==> config.mk <==
export PLATFORM = sky130hd
export DESIGN_NAME = median_window_3x3
export DESIGN_NICKNAME = d
export VERILOG_FILES = /design/src/rtl/median_pkg.sv /design/src/rtl/window_pos_counter.sv /design/src/rtl/median_window_3x3.sv
export SDC_FILE = /design/constraint.sdc
export NUM_CORES = 1
export LEC_CHECK = 0
export ABC_AREA = 0
export CORE_ASPECT_RATIO = 1.5
export CORE_MARGIN = 5
export CORE_UTILIZATION = 55
export DETAILED_ROUTE_END_ITERATION = 8
export PLACE_DENSITY_LB_ADDON = 0.08
export RECOVER_POWER = 100
export SYNTH_ARGS = -nofsm -noshare
export SYNTH_HDL_FRONTEND = slang
export SYNTH_SLANG_ARGS = --single-unit
==> constraint.sdc <==
create_clock -name clk -period 3.6 [get_ports clk]
set_input_delay 0.54 -clock clk [delete_from_list [all_inputs] [get_ports clk]]
set_output_delay 0.54 -clock clk [all_outputs]
set_load 0.03 [all_outputs]
==> src/rtl/median_pkg.sv <==
`default_nettype none
// ============================================================================
// Module      : median_pkg
// Description : Shared definitions for the median filter datapath: default
//               pixel width, 3x3 window element indices, packed window type.
// Revision    : 1.0 - initial release
// ============================================================================
package median_pkg;

  localparam int DATA_WIDTH = 8;

  // Window element k = 3*row + col; row 0 is the oldest row, col 0 the
  // oldest column.
  localparam int WIN_TL = 0;
  localparam int WIN_TC = 1;
  localparam int WIN_TR = 2;
  localparam int WIN_ML = 3;
  localparam int WIN_MC = 4;
  localparam int WIN_MR = 5;
  localparam int WIN_BL = 6;
  localparam int WIN_BC = 7;
  localparam int WIN_BR = 8;

  typedef logic [9*DATA_WIDTH-1:0] window_t;

endpackage
`default_nettype wire

==> src/rtl/window_pos_counter.sv <==
`default_nettype none
// ============================================================================
// Module      : window_pos_counter
// Description : Raster column/row position tracker for the 3x3 window builder.
//               Advances on each accepted pixel and wraps at the frame end.
// Ports       : clk        - clock
//               rst        - synchronous active-low reset
//               en         - pixel accepted this cycle
//               in_window  - current position completes a full 3x3 window
//               last_pixel - current position is the last pixel of a frame
// Revision    : 1.0 - initial release
// ============================================================================
module window_pos_counter #(
  parameter int WIDTH  = 5,
  parameter int HEIGHT = 5
) (
  input  logic clk,
  input  logic rst,
  input  logic en,
  output logic in_window,
  output logic last_pixel
);

  localparam int CW = (WIDTH  > 1) ? $clog2(WIDTH)  : 1;
  localparam int RW = (HEIGHT > 1) ? $clog2(HEIGHT) : 1;

  logic [CW-1:0] col;
  logic [RW-1:0] row;
  logic          col_last;
  logic          row_last;

  assign col_last = (col == CW'(WIDTH - 1));
  assign row_last = (row == RW'(HEIGHT - 1));

  always_ff @(posedge clk) begin
    if (!rst) begin
      col <= '0;
      row <= '0;
    end else if (en) begin
      if (col_last) begin
        col <= '0;
        row <= row_last ? '0 : row + RW'(1);
      end else begin
        col <= col + CW'(1);
      end
    end
  end

  // Flags describe the pixel being accepted now (pre-increment position).
  assign in_window  = (col >= CW'(2)) && (row >= RW'(2));
  assign last_pixel = col_last && row_last;

endmodule
`default_nettype wire

==> src/rtl/median_window_3x3.sv <==
`default_nettype none
// ============================================================================
// Module      : median_window_3x3
// Description : Builds the 3x3 neighbourhood for the median filter from three
//               aligned row taps and flags windows lying fully inside the image.
// Ports       : clk          - clock
//               rst          - synchronous active-low reset
//               done_i       - pixel strobe, taps valid
//               data0_i      - current-row pixel (row r)
//               data1_i      - row r-1 pixel, same column
//               data2_i      - row r-2 pixel, same column
//               window_o     - packed window, element k at [DATA_WIDTH*k +: DATA_WIDTH]
//               done_o       - one-cycle window-valid pulse
//               frame_done_o - pulse with the last window of a frame
// Revision    : 1.0 - initial release
// ============================================================================
module median_window_3x3 #(
  parameter int WIDTH      = 5,
  parameter int HEIGHT     = 5,
  parameter int DATA_WIDTH = 8
) (
  input  logic                    clk,
  input  logic                    rst,
  input  logic                    done_i,
  input  logic [DATA_WIDTH-1:0]   data0_i,
  input  logic [DATA_WIDTH-1:0]   data1_i,
  input  logic [DATA_WIDTH-1:0]   data2_i,
  output logic [9*DATA_WIDTH-1:0] window_o,
  output logic                    done_o,
  output logic                    frame_done_o
);

  import median_pkg::*;

  logic [9*DATA_WIDTH-1:0] win_q;
  logic [9*DATA_WIDTH-1:0] win_next;
  logic                    in_window;
  logic                    last_pixel;

  window_pos_counter #(
    .WIDTH  (WIDTH),
    .HEIGHT (HEIGHT)
  ) u_pos (
    .clk        (clk),
    .rst        (rst),
    .en         (done_i),
    .in_window  (in_window),
    .last_pixel (last_pixel)
  );

  // Shift every row one column towards col 0 and load the taps into col 2.
  always_comb begin
    win_next = win_q;
    for (int r = 0; r < 3; r++) begin
      win_next[DATA_WIDTH*(3*r)   +: DATA_WIDTH] = win_q[DATA_WIDTH*(3*r+1) +: DATA_WIDTH];
      win_next[DATA_WIDTH*(3*r+1) +: DATA_WIDTH] = win_q[DATA_WIDTH*(3*r+2) +: DATA_WIDTH];
    end
    win_next[DATA_WIDTH*WIN_TR +: DATA_WIDTH] = data2_i;
    win_next[DATA_WIDTH*WIN_MR +: DATA_WIDTH] = data1_i;
    win_next[DATA_WIDTH*WIN_BR +: DATA_WIDTH] = data0_i;
  end

  // Output window only refreshes on valid windows so it holds between
  // pulses; stale columns across a row wrap never reach the output.
  always_ff @(posedge clk) begin
    if (!rst) begin
      win_q        <= '0;
      window_o     <= '0;
      done_o       <= 1'b0;
      frame_done_o <= 1'b0;
    end else begin
      done_o       <= done_i && in_window;
      frame_done_o <= done_i && last_pixel;
      if (done_i) begin
        win_q <= win_next;
        if (in_window) begin
          window_o <= win_next;
        end
      end
    end
  end

endmodule
`default_nettype wire

# == Yosys cells after proc, flatten, opt, wreduce, memory -nomap -nowiden ==
# Cells that the tools add are included.
# word_totals
reg_bits,152
input_bits,27
output_inout_bits,74
word_cells,20
# op_classes
add_sub_neg,2
n_lt_le_gt_ge,2
n_eq_ne,2
muxes,2
reduce_logical,6
# ops
operator,n
$add A3 B1 Y3 const B,2
$eq A3 B3 Y1 const B,2
$ge A3 B2 Y1 const B,2
$mux W3,2
$logic_and A1 B1 Y1,4
$reduce_and A2 Y1,2

# == Longest topological paths before layout ==
# logic_depth
ltp_word,3
ltp_mapped,6
ltp_nobuf,5

# == Cells and area by module ==
# From an unflattened synthesis, not the netlist that was laid out.
# unflattened
hier_cells,526
hier_area_um2,5016.1
# modules_own_cells
mod,instances,cells_each,area_per_inst_um2,seq_area_each_um2
median_window_3x3,1,488,4654.5,2442.3
window_pos_counter,1,38,361.6,120.1

# == Least setup slack after synthesis ==
# Ideal clock, no wire load.
# synth_path
path_type,input -> register
startpoint,input port done_i
endpoint,register window_o[10]
setup_time_ns,0.072
t_arrival_ns,1.386
required_ns,3.528
slack_ns,2.142
stages,5
n_path_buf,2
path_cell_list,buf_4 -> o31ai_4 -> nor2_8 -> buf_12 -> mux2i_1
# synth_between
elab_chain_cells,1
# synth_lines
element,line_no,source
"start, declared",median_window_3x3.sv:24,"input logic done_i,"
$reduce_and A2 Y1 (no line),-,
"end signal, assigned",median_window_3x3.sv:77,window_o <= win_next;
"end, declared",median_window_3x3.sv:28,"output logic [9*DATA_WIDTH-1:0] window_o,"
# No other way between the ends.
# A chain may end at the register's enable or synchronous reset.

# == Worst setup path in the final report ==
# layout_path
startpoint,input port done_i
endpoint,register u_pos.row[2]
# layout_between
elab_chain_cells,1
# layout_lines
element,line_no,source
$reduce_and A2 Y1 (no line),-,
"end signal, assigned",window_pos_counter.sv:42,row <= row_last ? '0 : row + RW'(1);
"end, declared",window_pos_counter.sv:28,logic [RW-1:0] row;
# No other way between the ends.

==> impl_metrics.env <==
export IMPL_status="complete, but fails checks"
export IMPL_violations="max-capacitance violations, max-slew violations"
export IMPL_via_per_inst=5.00
export IMPL_grt_usage_pct=19.2
export IMPL_start_util_pct=56.0
export IMPL_synth_top_cell_by_area="dfxtp_1"
export IMPL_ios=101
export IMPL_wirelength_um=10500
export IMPL_power_leakage_uw=0.00272
export IMPL_drive_gt1_share_pct=6.54
export IMPL_insertion_delay_ns=0.40
export IMPL_yosysTopAreaCellShare_pct=49.7
export IMPL_finalSetupViolCount=0
export IMPL_fin_crit_ns=2.66
export IMPL_grt_busiest_layer="met2"
export IMPL_route_detailed_drc=0
export IMPL_cts_hold_buf=0
export IMPL_cts_root_buf="clkbuf_16"
export IMPL_crit_path_start_kind="input port"
export IMPL_ys_seq_area_share_pct=49.7
export IMPL_avgRoutedWirePerCell_um=14.4
export IMPL_relSlewSlack_pct=-15.7
export IMPL_rrSetupSlack_ns=1.01
export IMPL_p_sw_share_pct=21.0
export IMPL_cts_tree="yes"
export IMPL_rsz0062_at_grt="no"
export IMPL_coreArea_mm2=0.00920
export IMPL_post_cts_buffers=0
export IMPL_critPathKind="in -> reg"
export IMPL_fp_dieH_um=129
export IMPL_cts_buffers=17
export IMPL_cts_sinks=128
export IMPL_crit_path_end_kind="register"
export IMPL_finalSetupTns_ns=0
export IMPL_p_clk_share_pct=50.8
export IMPL_cts_resized=0
export IMPL_syn_avg_cell_area_um2=10.1
export IMPL_nNetsFinal=632
export IMPL_peakVddDrop_uv=465
export IMPL_portBuffers=100
export IMPL_firstDrtPassIters=4
export IMPL_tightestPinTransition_ns=1.73
export IMPL_synth_area_mm2=0.00515
export IMPL_grt_util_met2_pct=32.3
export IMPL_fin_util_pct=72.1
export IMPL_hpwl_um=6960
export IMPL_required_ns=3.91
export IMPL_endpoint="u_pos.row[2]"
export IMPL_grt_pass1_wl_um=17100
export IMPL_dr_first_iter_drc_count=77
export IMPL_grt_max_degree=77
export IMPL_overflow=0
export IMPL_period_share_pct=73.9
export IMPL_intPower_uw=2610
export IMPL_reg2regPathDepth=6
export IMPL_grt_antenna_before_repair=0
export IMPL_die_w_um=89.0
export IMPL_fmax_ghz=0.376
export IMPL_syn_num_nets=542
export IMPL_path_clk_slew_ns=0.05
export IMPL_rows=43
export IMPL_power_density_mw_per_mm2=498
export IMPL_synthesis_instances=509
export IMPL_power_frac_comb_pct=4.8
export IMPL_worstPathArrival_ns=2.98
export IMPL_r2r_start="u_pos.col[0]"
export IMPL_synthToLayoutAreaGrowth_pct=28.8
export IMPL_h_tree_depth=4
export IMPL_synth_area_leaders="dfxtp_1 50%, mux2i_1 24%, nand2_1 11%"
export IMPL_hold_class="reg -> reg"
export IMPL_routabilityCongestion=0.727
export IMPL_cp_max_fo=53
export IMPL_synth_seq_cells=128
export IMPL_slew_viol_final=54
export IMPL_ys_warn_count=0
export IMPL_yosysUniqueCellTypes=25
export IMPL_dpl_cell_count=692
export IMPL_rr_endpoint="window_o[26]"
export IMPL_die_area_mm2=0.0114
export IMPL_n_antenna_cell=0
export IMPL_crit_start="done_i"
export IMPL_sequentialPowerShare_pct=44.4
export IMPL_cap_violations=1
export IMPL_final_cell_count_no_fill=724
export IMPL_p_sw_uw=695
export IMPL_grt_pass1_vias=3541
export IMPL_vias=3620
export IMPL_ant_nets=0
export IMPL_hold_violations=0
export IMPL_groute_layer_met1_usage_pct=22.6
export IMPL_grtUsageMet3_pct=6.34
export IMPL_finClkSkew_ns=0.00507
export IMPL_cts_buffer_depth=2
stage by stage:
stage | hold WS (ns) | total power, uW | setup WS, ns | cell area (um^2)
4_1_cts | 0.459 | 3340 | 1.56 | 6680
3_3_place_gp | 0.441 | 1650 | 1.35 | 6090
5_1_grt | 0.471 | 3430 | 0.743 | 6630
3_5_place_dp | 0.451 | 1660 | 1.25 | 6090
6_report | 0.451 | 3310 | 0.939 | 6630
2_1_floorplan | 0.437 | 1600 | 2.14 | 5150
cell type report:
type / count / area, um^2
Fill cell: 706 / 2570
Sequential cell: 128 / 2560
Tap cell: 112 / 140
Timing Repair Buffer: 106 / 1030
Inverter: 4 / 15.0
Clock buffer: 22 / 484
Clock inverter: 10 / 109
Multi-Input combinational cell: 342 / 2290
registers in the layout (all words and copies together), names as in the netlist:
register	count
done_o	1
frame_done_o	1
window_o	72
u_pos.col	3
win_q	48
u_pos.row	3
worst min-delay path by stage:
| stage | startpoint | endpoint | slack (ns) | cells after the start |
|---|---|---|---|---|
| after floorplan | win_q[8] | window_o[0] | 0.44 | 2 |
| after global routing | window_o[42] | window_o[42] | 0.47 | 2 |
| after CTS | window_o[42] | window_o[42] | 0.46 | 2 |
| after global placement | window_o[44] | window_o[44] | 0.44 | 2 |
| final | window_o[42] | window_o[42] | 0.45 | 2 |
| after detailed placement | window_o[42] | window_o[42] | 0.45 | 2 |
cell usage in the layout (no fill, tap or decap), drive strengths merged:
cell type / synthesis / routed
and3: 1 / 1
nor3: 1 / 1
nand3: 2 / 2
clkinvlp: 0 / 2
inv: 4 / 4
and2: 1 / 1
ha: 6 / 6
nor2b: 50 / 50
mux2i: 122 / 122
nand3b: 1 / 1
a211o: 1 / 1
clkinv: 0 / 6
a21boi: 3 / 3
clkbuf: 20 / 25
xor2: 1 / 1
nor2: 3 / 3
nand2: 146 / 146
buf: 15 / 5
clkdlybuf4s50: 0 / 24
bufinv: 0 / 2
or3b: 1 / 1
dlygate4sd3: 0 / 74
o31ai: 1 / 1
dfxtp: 128 / 128
o21ai: 2 / 2
cells in the mapped netlist:
cell,number
or3b_1,1
inv_1,4
nand2_1,146
a211o_1,1
dfxtp_1,128
and3_1,1
ha_1,6
buf_4,1
clkbuf_1,20
mux2i_1,122
nand3_2,1
o31ai_4,1
nor2_1,2
buf_2,7
nand3_1,1
buf_12,7
o21ai_0,2
nor2_8,1
a21boi_0,1
xor2_1,1
nand3b_1,1
nor3_4,1
nor2b_1,50
a21boi_1,2
and2_1,1
power by group through the flow:
stage	Clock [uW]	Combinational [uW]	Sequential, uW
4_1_cts	1710	161	1470
2_1_floorplan	0	112	1490
3_5_place_dp	0	159	1500
5_1_grt	1780	177	1470
6_report	1680	159	1470
3_3_place_gp	0	155	1500
routing by layer:
metal  vias up  part of all wire [%]
met5         -                     0
met4         0                   1.5
met3        12                   4.9
met2        69                    50
met1      1690                    43
li1       1849                     -
worst max-delay path: stages:
cell,delay (ns)
buf_4,0.08
clkbuf_2,1.24
nand3_2,0.39
or3b_1,0.50
a21boi_0,0.21
logic make-up (layout without fill, tap and decap cells):
kind of cell / Yosys count / in the layout / synth area share [%]
AND/OR/NAND/NOR: 206 / 206 / 18.4
XOR/XNOR: 1 / 1 / 0.170
adder cells (fa/ha/maj): 6 / 6 / 1.46
buffers and inverters: 39 / 142 / 5.29
multiplexers: 122 / 122 / 23.7
flip-flops: 128 / 128 / 49.7
AO/OA/AOI/OAI: 7 / 7 / 1.21
Note: power is estimated with default switching activity, not from simulation.
